$ cat src/rtl/flit_arbiter.sv
// Round-robin packet arbiter: picks one upstream FIFO, locks onto it until the
// tail flit is forwarded, and drives a single registered output flit stage.
module flit_arbiter #(
  parameter int WIDTH = 16,
  parameter int PORTS = 4
) (
  input  logic                   clk,
  input  logic                   rst,
  input  logic [PORTS-1:0]       in_valid,
  input  logic [PORTS*WIDTH-1:0] in_data,
  output logic [PORTS-1:0]       pop_req_n,
  output logic                   out_valid,
  output logic [WIDTH-1:0]       out_data,
  input  logic                   out_ready,
  output logic [PORTS-1:0]       grant,
  output logic [15:0]            pkt_count
);

  localparam int PW = (PORTS > 1) ? $clog2(PORTS) : 1;

  localparam logic [0:0] S_IDLE   = 1'b0;
  localparam logic [0:0] S_LOCKED = 1'b1;

  logic [0:0]       state_q, state_d;
  logic [PW-1:0]    ptr_q, ptr_d;
  logic [PW-1:0]    lock_q, lock_d;
  logic             out_valid_q, out_valid_d;
  logic [WIDTH-1:0] out_data_q, out_data_d;
  logic [15:0]      pkt_count_q, pkt_count_d;

  logic             accept;
  logic             sel_found;
  logic [PW-1:0]    sel_idx;
  logic [PW:0]      cand;
  logic [PW-1:0]    pop_idx;
  logic             pop_en;
  logic [WIDTH-1:0] pop_flit;

  function automatic logic [PW-1:0] next_port(input logic [PW-1:0] idx);
    if (idx == PW'(PORTS - 1)) return '0;
    return idx + 1'b1;
  endfunction

  // Rotating priority search starting at ptr_q; the first valid port wins.
  always_comb begin
    sel_found = 1'b0;
    sel_idx   = '0;
    cand      = '0;
    for (int k = 0; k < PORTS; k++) begin
      cand = {1'b0, ptr_q} + (PW+1)'(k);
      if (cand >= (PW+1)'(PORTS)) cand = cand - (PW+1)'(PORTS);
      if (!sel_found && in_valid[cand[PW-1:0]]) begin
        sel_found = 1'b1;
        sel_idx   = cand[PW-1:0];
      end
    end
  end

  always_comb begin
    accept  = !out_valid_q || out_ready;
    pop_idx = (state_q == S_LOCKED) ? lock_q : sel_idx;
    pop_en  = !rst && accept &&
              ((state_q == S_LOCKED) ? in_valid[lock_q] : sel_found);

    pop_flit  = '0;
    pop_req_n = '1;
    grant     = '0;
    for (int i = 0; i < PORTS; i++) begin
      if (pop_idx == PW'(i)) pop_flit = in_data[i*WIDTH +: WIDTH];
      if (pop_en && pop_idx == PW'(i)) pop_req_n[i] = 1'b0;
      grant[i] = (state_q == S_LOCKED) && (lock_q == PW'(i));
    end

    state_d     = state_q;
    ptr_d       = ptr_q;
    lock_d      = lock_q;
    out_valid_d = out_valid_q;
    out_data_d  = out_data_q;
    pkt_count_d = pkt_count_q;

    // A tail flit ends the packet whether it opened it (single-flit) or not.
    if (pop_en) begin
      out_valid_d = 1'b1;
      out_data_d  = pop_flit;
      if (pop_flit[WIDTH-1]) begin
        state_d     = S_IDLE;
        ptr_d       = next_port(pop_idx);
        pkt_count_d = pkt_count_q + 16'd1;
      end else begin
        state_d = S_LOCKED;
        lock_d  = pop_idx;
      end
    end else if (accept) begin
      out_valid_d = 1'b0;
    end
  end

  always_ff @(posedge clk or posedge rst) begin
    if (rst) begin
      state_q     <= S_IDLE;
      ptr_q       <= '0;
      lock_q      <= '0;
      out_valid_q <= 1'b0;
      out_data_q  <= '0;
      pkt_count_q <= '0;
    end else begin
      state_q     <= state_d;
      ptr_q       <= ptr_d;
      lock_q      <= lock_d;
      out_valid_q <= out_valid_d;
      out_data_q  <= out_data_d;
      pkt_count_q <= pkt_count_d;
    end
  end

  assign out_valid = out_valid_q;
  assign out_data  = out_data_q;
  assign pkt_count = pkt_count_q;

endmodule

$ cat config.mk
export PLATFORM = sky130hd
export DESIGN_NAME = flit_arbiter
export DESIGN_NICKNAME = d
export VERILOG_FILES = /design/src/rtl/flit_arbiter.sv
export SDC_FILE = /design/constraint.sdc
export NUM_CORES = 1
export LEC_CHECK = 0
export ABC_AREA = 1
export CAP_MARGIN = 20
export CORE_ASPECT_RATIO = 1.4
export CORE_UTILIZATION = 43
export CTS_CLUSTER_SIZE = 14
export DETAILED_ROUTE_END_ITERATION = 6
export PLACE_DENSITY = 0.89
export SLEW_MARGIN = 20
export SYNTH_ARGS = -nofsm -noshare
export SYNTH_HDL_FRONTEND = slang
export SYNTH_SLANG_ARGS = --single-unit
$ cat constraint.sdc
create_clock -name clk -period 3.1 [get_ports clk]
set_input_delay 0.31 -clock clk [delete_from_list [all_inputs] [get_ports clk]]
set_output_delay 0.31 -clock clk [all_outputs]
set_load 0.01 [all_outputs]
==> results by group, run 1 <==
Outcome
  – Run status: finished, final reports clean

Cells and area
  – Layout Cells excl Fill: approximately 580
  – # nets final: a little under 600
  – Ant diodes: 0
  – Share of cells above drive strength 1: 0.06535
  – Final instance area: 0.003914 mm2
  – Post-Route Utilization: 0.6629
  – Synth-to-Final Area Change: 47.20%

GRT
  – Antenna violations before repair: 0
  – Vias in the first global route: ~2,700
  – All-Layer GR Usage: 0.2423
  – Largest net degree at the start of global routing: 31
  – First-pass GRT wire length: roughly 12 mm
  – Grt ovf: 0

Synth
  – Synth area leader: dfrtp_1
  – Register area share after synthesis: 0.3576
  – Post-synth EDFFs: 0
  – Syn. warnings: 0
  – Cells after Synth: 393
  – Top-area cell type share of the netlist area: 0.3576
  – Number of synthesized register bits: 38
  – Top_reg_cell synth: dfrtp_1
  – Top post-synthesis cells by area: dfrtp_1 (36%), nand2_1 (26%), o211ai_1 (4.5%)
  – Ys async rst share: 1.000
  – Netlist cell types: 30
  – Post-Syn Area per Cell: roughly 6.8 um2
  – Post-Syn Area: 0.002659 mm2
  – Most common cell in the netlist: nand2_1
  – Post-synth top cells: nand2_1 (183), dfrtp_1 (38), inv_1 (26)
  – Syn_nets: between 400 and 500

Detailed routing
  – Routed Wire Length: just under 8 mm
  – Post-route ant nets: 0
  – Initial DRT Pass Iterations: 5
  – Violation count after the first detailed-routing iteration: roughly 110
  – Routed len/inst: 13.43 um
  – # DRC: 0
  – Vias per cell: roughly 5.0
  – Routed via count: just under 3,000

Die
  – Core area: 0.005904 mm2
  – IO Count: between 100 and 150
  – Row count: 33
  – Initial Util: 0.4503
  – Total die area: between 0.006 and 0.007 mm2
  – Die span in y: 95.04 um
  – Die X: 68.46 um

STA
  – Hold_ws: 0.4830 ns
  – Clock Skew: around 0.0056 ns
  – RSZ-0062 raised after global routing: false
  – Slew Limit Fails: 0
  – Crit path time final: a little under 3 ns
  – Setup slack after layout: 0.2002 ns
  – Setup_tns: 0 ns
  – Tcrit/Tclk final: 0.9354
  – Fmax: 344.9 MHz
  – Fin. Hold Viols: 0
  – Max-slew headroom: 0.4292
  – Actual transition at the worst max-transition pin: roughly 0.86 ns
  – Setup violators final: 0

Critical path
  – Reg-to-reg slack, setup: between 0.3 and 0.4 ns
  – CP Class: register to output port
  – Crit Path Max Fanout: 6
  – Startpoint class of the critical path: register
  – Critical Path RT: 2.79 ns
  – Crit path DAT: about 2.6 ns
  – CP Capture Type: output port

Clock network
  – Clock tree buffer depth: 2
  – Root Buffer: clkbuf_8
  – CTS tree: yes
  – Insertion delay to the later sink of the worst-skew pair: ~0.29 ns
  – CTS Buf Count: 5
  – H-Tree Depth: 2
  – Count of clock tree sinks: 38
  – Reg clk slew, reported paths: approximately 0.070 ns

Place
  – Placed Instances: between 500 and 600
  – Port Buf Inserts: roughly 110
  – DPL Wire Length: 6.021 mm
  – Cell Area, Placed: approximately 0.0038 mm2
  – Setup WS pre-CTS: about 0.0036 ns
  – GP Congestion: 0.8576

Power and ir drop
  – Worst VDD drop: between 0.4 and 0.5 mV
  – Total power per unit cell area: around 950 mW/mm2
  – Static leakage: around 1.9 nW
  – Total Power: roughly 3.7 mW

Hold path
  – Worst min path class: register to register

Job
  – MaxCap Viol Count: 0
[cells by family after synthesis]
| family | after synthesis | synth area share |
|---|---|---|
| AND/OR/NAND/NOR | 235 | 0.3694 |
| AO/OA/AOI/OAI | 55 | 0.1200 |
| buffers and inverters | 46 | 0.08329 |
| flip-flops | 38 | 0.3576 |
| XOR/XNOR | 14 | 0.04612 |
| adder cells (fa/ha/maj) | 5 | 0.02353 |
[final timing paths]
check	startpoint	to	depth (start not counted)
hold / removal	out_data[10]	out_data[10]	2
setup / recovery	ptr_q[1]	pop_req_n[3]	13
min in group asynchronous	rst	lock_q[0]	2
max in group asynchronous	rst	pkt_count[7]	3
hold reg to reg	out_data[10]	out_data[10]	2
setup reg to reg	ptr_q[1]	out_data[0]	19
[power breakdown]
group,switching [mW],internal (mW),total [mW]
Combinational,1.53,1.06,2.60
Clock,0.164,0.154,0.319
Sequential,0.144,0.658,0.802
[placed cells by master (no fill, tap or decap), types with 10 or more instances in the layout]
cell	count
xnor2_1	11
nor2_1	14
nand3_1	19
buf_4	10
clkdlybuf4s50_1	110
nand2_1	182
inv_1	26
o211ai_1	16
o21ai_0	17
dfrtp_1	37
a21oi_1	17
[final cells by class]
| type | count | area [um2] |
|---|---|---|
| clock buffers | 6 | 72.57 |
| clock inverters | 1 | 7.507 |
| inverters | 30 | 120.1 |
| well taps | 70 | 87.58 |
| flip-flops and latches | 38 | 952.2 |
| repair buffers | 121 | 1185 |
| multi-input cells | 309 | 1489 |
| fillers | 525 | 1991 |
[registers in the layout, summed over array words and instances, names as in the netlist]
signal and flops:
out_data 16, pkt_count 16, lock_q 2, out_valid 1
ptr_q 2, state_q 1
[timing repair]
item,4_1_cts,5_1_grt
buffers inserted,1,0
resized for setup,3,0
endpoints found under the setup margin,1,0
hold buffers,0,0
[worst max-delay path, stage by stage (launching register included)]
cell	delay (ns)
dfrtp_1	0.49
inv_2	0.09
nand2_1	0.07
nand2_1	0.08
nand2_2	0.08
nand2_2	0.06
nor2_4	0.12
nand3_2	0.11
and2_1	0.17
nand2_2	0.11
inv_1	0.08
ha_1	0.23
nand2_1	0.07
clkdlybuf4s50_1	0.55
[routing by layer]
layer / vias to the layer above / routed length, um / track usage
li1: 1467 / - / -
met1: 1322 / 3123 / 0.2778
met2: 84 / 3946 / 0.4297
met3: 13 / 491 / 0.04665
met4: 0 / 165 / 0.09375
met5: - / 0 / 0
Note: power is estimated with default switching activity, not from simulation.
==> inputs of run 2 (changes only) <==
--- a/config.mk
+++ b/config.mk
@@ -6,12 +6,13 @@
 export NUM_CORES = 1
 export LEC_CHECK = 0
 export ABC_AREA = 1
-export CAP_MARGIN = 20
+export ABC_CLOCK_PERIOD_IN_PS = 3100
+export CAP_MARGIN = 30
 export CORE_ASPECT_RATIO = 1.4
 export CORE_UTILIZATION = 43
 export CTS_CLUSTER_SIZE = 14
 export DETAILED_ROUTE_END_ITERATION = 6
-export PLACE_DENSITY = 0.89
+export PLACE_DENSITY = 0.86
 export SLEW_MARGIN = 20
 export SYNTH_ARGS = -nofsm -noshare
 export SYNTH_HDL_FRONTEND = slang
==> run 2 against run 1 <==
  * Count of clock-buffer cells in the layout up 1
  * Worst hold slack worse by 0.0067 ns
  * Routed wire length up 1.5%
  * Non-clock buffer count down 1
  * Critical path depth unchanged
  * Register-to-register slack worse by 0.11 ns
  * Flip-flop and latch count unchanged
  * Largest power group unchanged
  * Total power up 0.90%
  * Global-route usage about the same
==> results by group, run 2 (same netlist as run 1, synthesis figures left out) <==
Clock network
  – Count of clock tree sinks: 38
  – Clock tree buffer depth: 2
  – CTS tree: yes
  – H-Tree Depth: 2
  – CTS Buf Count: 5
  – Reg clk slew, reported paths: approximately 0.070 ns
  – Root Buffer: clkbuf_8
  – Insertion delay to the later sink of the worst-skew pair: 0.29 ns

STA
  – Fmax: about 340 MHz
  – Setup slack after layout: between 0.15 and 0.2 ns
  – RSZ-0062 raised after global routing: false
  – Crit path time final: about 2.9 ns
  – Fin. Hold Viols: 0
  – Actual transition at the worst max-transition pin: 0.7399 ns
  – Tcrit/Tclk final: 0.9415
  – Setup violators final: 0
  – Max-slew headroom: 0.5062
  – Slew Limit Fails: 0
  – Clock Skew: 0.001872 ns

Detailed routing
  – Post-route ant nets: 0
  – Routed len/inst: around 14 um
  – Initial DRT Pass Iterations: 4
  – Routed Wire Length: about 7.8 mm
  – # DRC: 0
  – Vias per cell: slightly above 5
  – Violation count after the first detailed-routing iteration: approximately 150
  – Routed via count: 2,900

Cells and area
  – Commonest non-fill, non-tap cell in the layout: nand2_1
  – Layout Cells excl Fill: approximately 580
  – Synth-to-Final Area Change: 47.34%
  – # nets final: just under 600
  – Commonest non-fill, non-tap cells in the layout: nand2_1 (182), clkdlybuf4s50_1 (109), dfrtp_1 (37), inv_1 (26), nand3_1 (19)
  – Fillers: 527
  – Share of cells above drive strength 1: 0.06535
  – Ant diodes: 0

Job
  – MaxCap Viol Count: 0

GRT
  – Antenna violations before repair: 0
  – Grt ovf: 0
  – Vias in the first global route: approximately 2,700
  – Largest net degree at the start of global routing: 31
  – First-pass GRT wire length: approximately 12 mm
  – All-Layer GR Usage: 0.2426

Die
  – Row count: 33
  – Die span in y: 95.04 um
  – Core area: just under 0.006 mm2
  – Total die area: approximately 0.0065 mm2
  – IO Count: ~110
  – Die X: between 60 and 70 um
  – Initial Util: 0.4503

Critical path
  – CP Capture Type: output port
  – Reg2reg end: pkt_count[0]
  – Crit path max-delay family: simple AND/OR/NAND/NOR gates
  – Critical Path RT: approximately 2.8 ns
  – Startpoint class of the critical path: register
  – Crit Path Max Fanout: 6
  – Reg-to-reg slack, setup: roughly 0.21 ns
  – Most used cell, CP: nand2_1
  – Critical-path top delay cell: clkdlybuf4s50_1
  – Worst Reg-to-Reg Cells: 19
  – Worst Path Buf+Inv: 3
  – Reg-to-Reg Start: ptr_q[0]
  – Crit path DAT: approximately 2.6 ns
  – Slowest stage delay, CP: ~0.56 ns
  – Crit-path cells: buf_2 > nand2_1 > nand3_1 > nand2_2 > nor2_4 > nand3_1 > nand2_1 > inv_1 > nand2_1 > nand2_1 > ha_1 > nand2_1 > clkdlybuf4s50_1
  – CP Class: register to output port

Power and ir drop
  – Internal: approximately 1.9 mW
  – Net Sw Frac: 0.4945
  – Total power per unit cell area: between 900 and 1000 mW/mm2
  – Worst VDD drop: between 0.5 and 0.6 mV
  – Net Sw Power: approximately 1.9 mW
  – Part of the power in registers: 0.212
  – Clock share of power: 0.093
  – Static leakage: 1.898 nW
  – Power share of the combinational group: 0.695

Outcome
  – Run status: finished, final reports clean

Place
  – Port Buf Inserts: 111
  – Placed Instances: roughly 570
  – DPL Wire Length: approximately 6.0 mm
  – GP Congestion: between 0.9 and 1
  – Setup WS pre-CTS: -0.01021 ns

Hold path
  – Worst min path class: input port to asynchronous set/reset pin
run 2: cell count changes in the layout (fill, tap and decap cells not counted), sizes merged:
cell           delta
buf               -1
clkbuf            +1
clkdlybuf4s50     -1
clkinv            +1
clkinvlp          -1
dlymetal6s2s      +1
run 2: per-stage QoR:
step	TNS (ns)	hold WS (ns)	utilization	instance area (um2)	total power, mW
after floorplan	0	0.4064	-	2659	2.566
after global placement	0	0.4625	0.6463	3816	3.325
after detailed placement	-0.01799	0.4661	0.6463	3816	3.405
after CTS	0	0.4845	0.6618	3908	3.759
after global routing	0	0.5061	0.6635	3918	4.142
final	0	0.4763	0.6635	3918	3.750
run 2: metal layers:
| layer | GRT usage | part of all wire |
|---|---|---|
| met1 | 0.2806 | 0.41 |
| met2 | 0.4273 | 0.51 |
| met5 | 0 | 0 |
| met4 | 0.09896 | 0.014 |
| met3 | 0.04426 | 0.062 |
run 2: repair_timing:
| action | CTS | global route |
|---|---|---|
| setup endpoints to repair | 1 | 2 |
| hold buffers | 0 | 0 |
| resized for setup | 2 | 3 |
| setup buffers | 0 | 1 |
run 2: layout make-up:
class,count,area (um2),share of cell area
repair buffers,120,1177,0.3005
multi-input cells,309,1489,0.3801
flip-flops and latches,38,952.2,0.2431
well taps,70,87.58,0.02236
clock buffers,7,86.33,0.02204
clock inverters,1,5.005,0.001278
inverters,30,120.1,0.03066
run 2: worst max-delay path by stage:
stage                    to         from  cells past startpoint  slack (ns)
6_report       pop_req_n[2]     ptr_q[0]                     13        0.18
5_1_grt        pkt_count[9]     ptr_q[0]                     19       0.005
4_1_cts        pop_req_n[3]     ptr_q[0]                     12        0.12
3_5_place_dp   pkt_count[0]  in_valid[1]                     20       -0.01
3_3_place_gp   pop_req_n[1]  in_valid[3]                     14        0.08
2_1_floorplan  pkt_count[2]     ptr_q[0]                     21        0.40
run 2: power by group through the flow:
stage          clock (mW)  sequential [mW]  combinational [mW]
2_1_floorplan           0            0.828                1.74
3_3_place_gp            0            0.799                2.53
3_5_place_dp            0            0.802                2.60
4_1_cts             0.359            0.796                2.60
5_1_grt             0.378            0.815                2.95
6_report            0.349            0.794                2.61
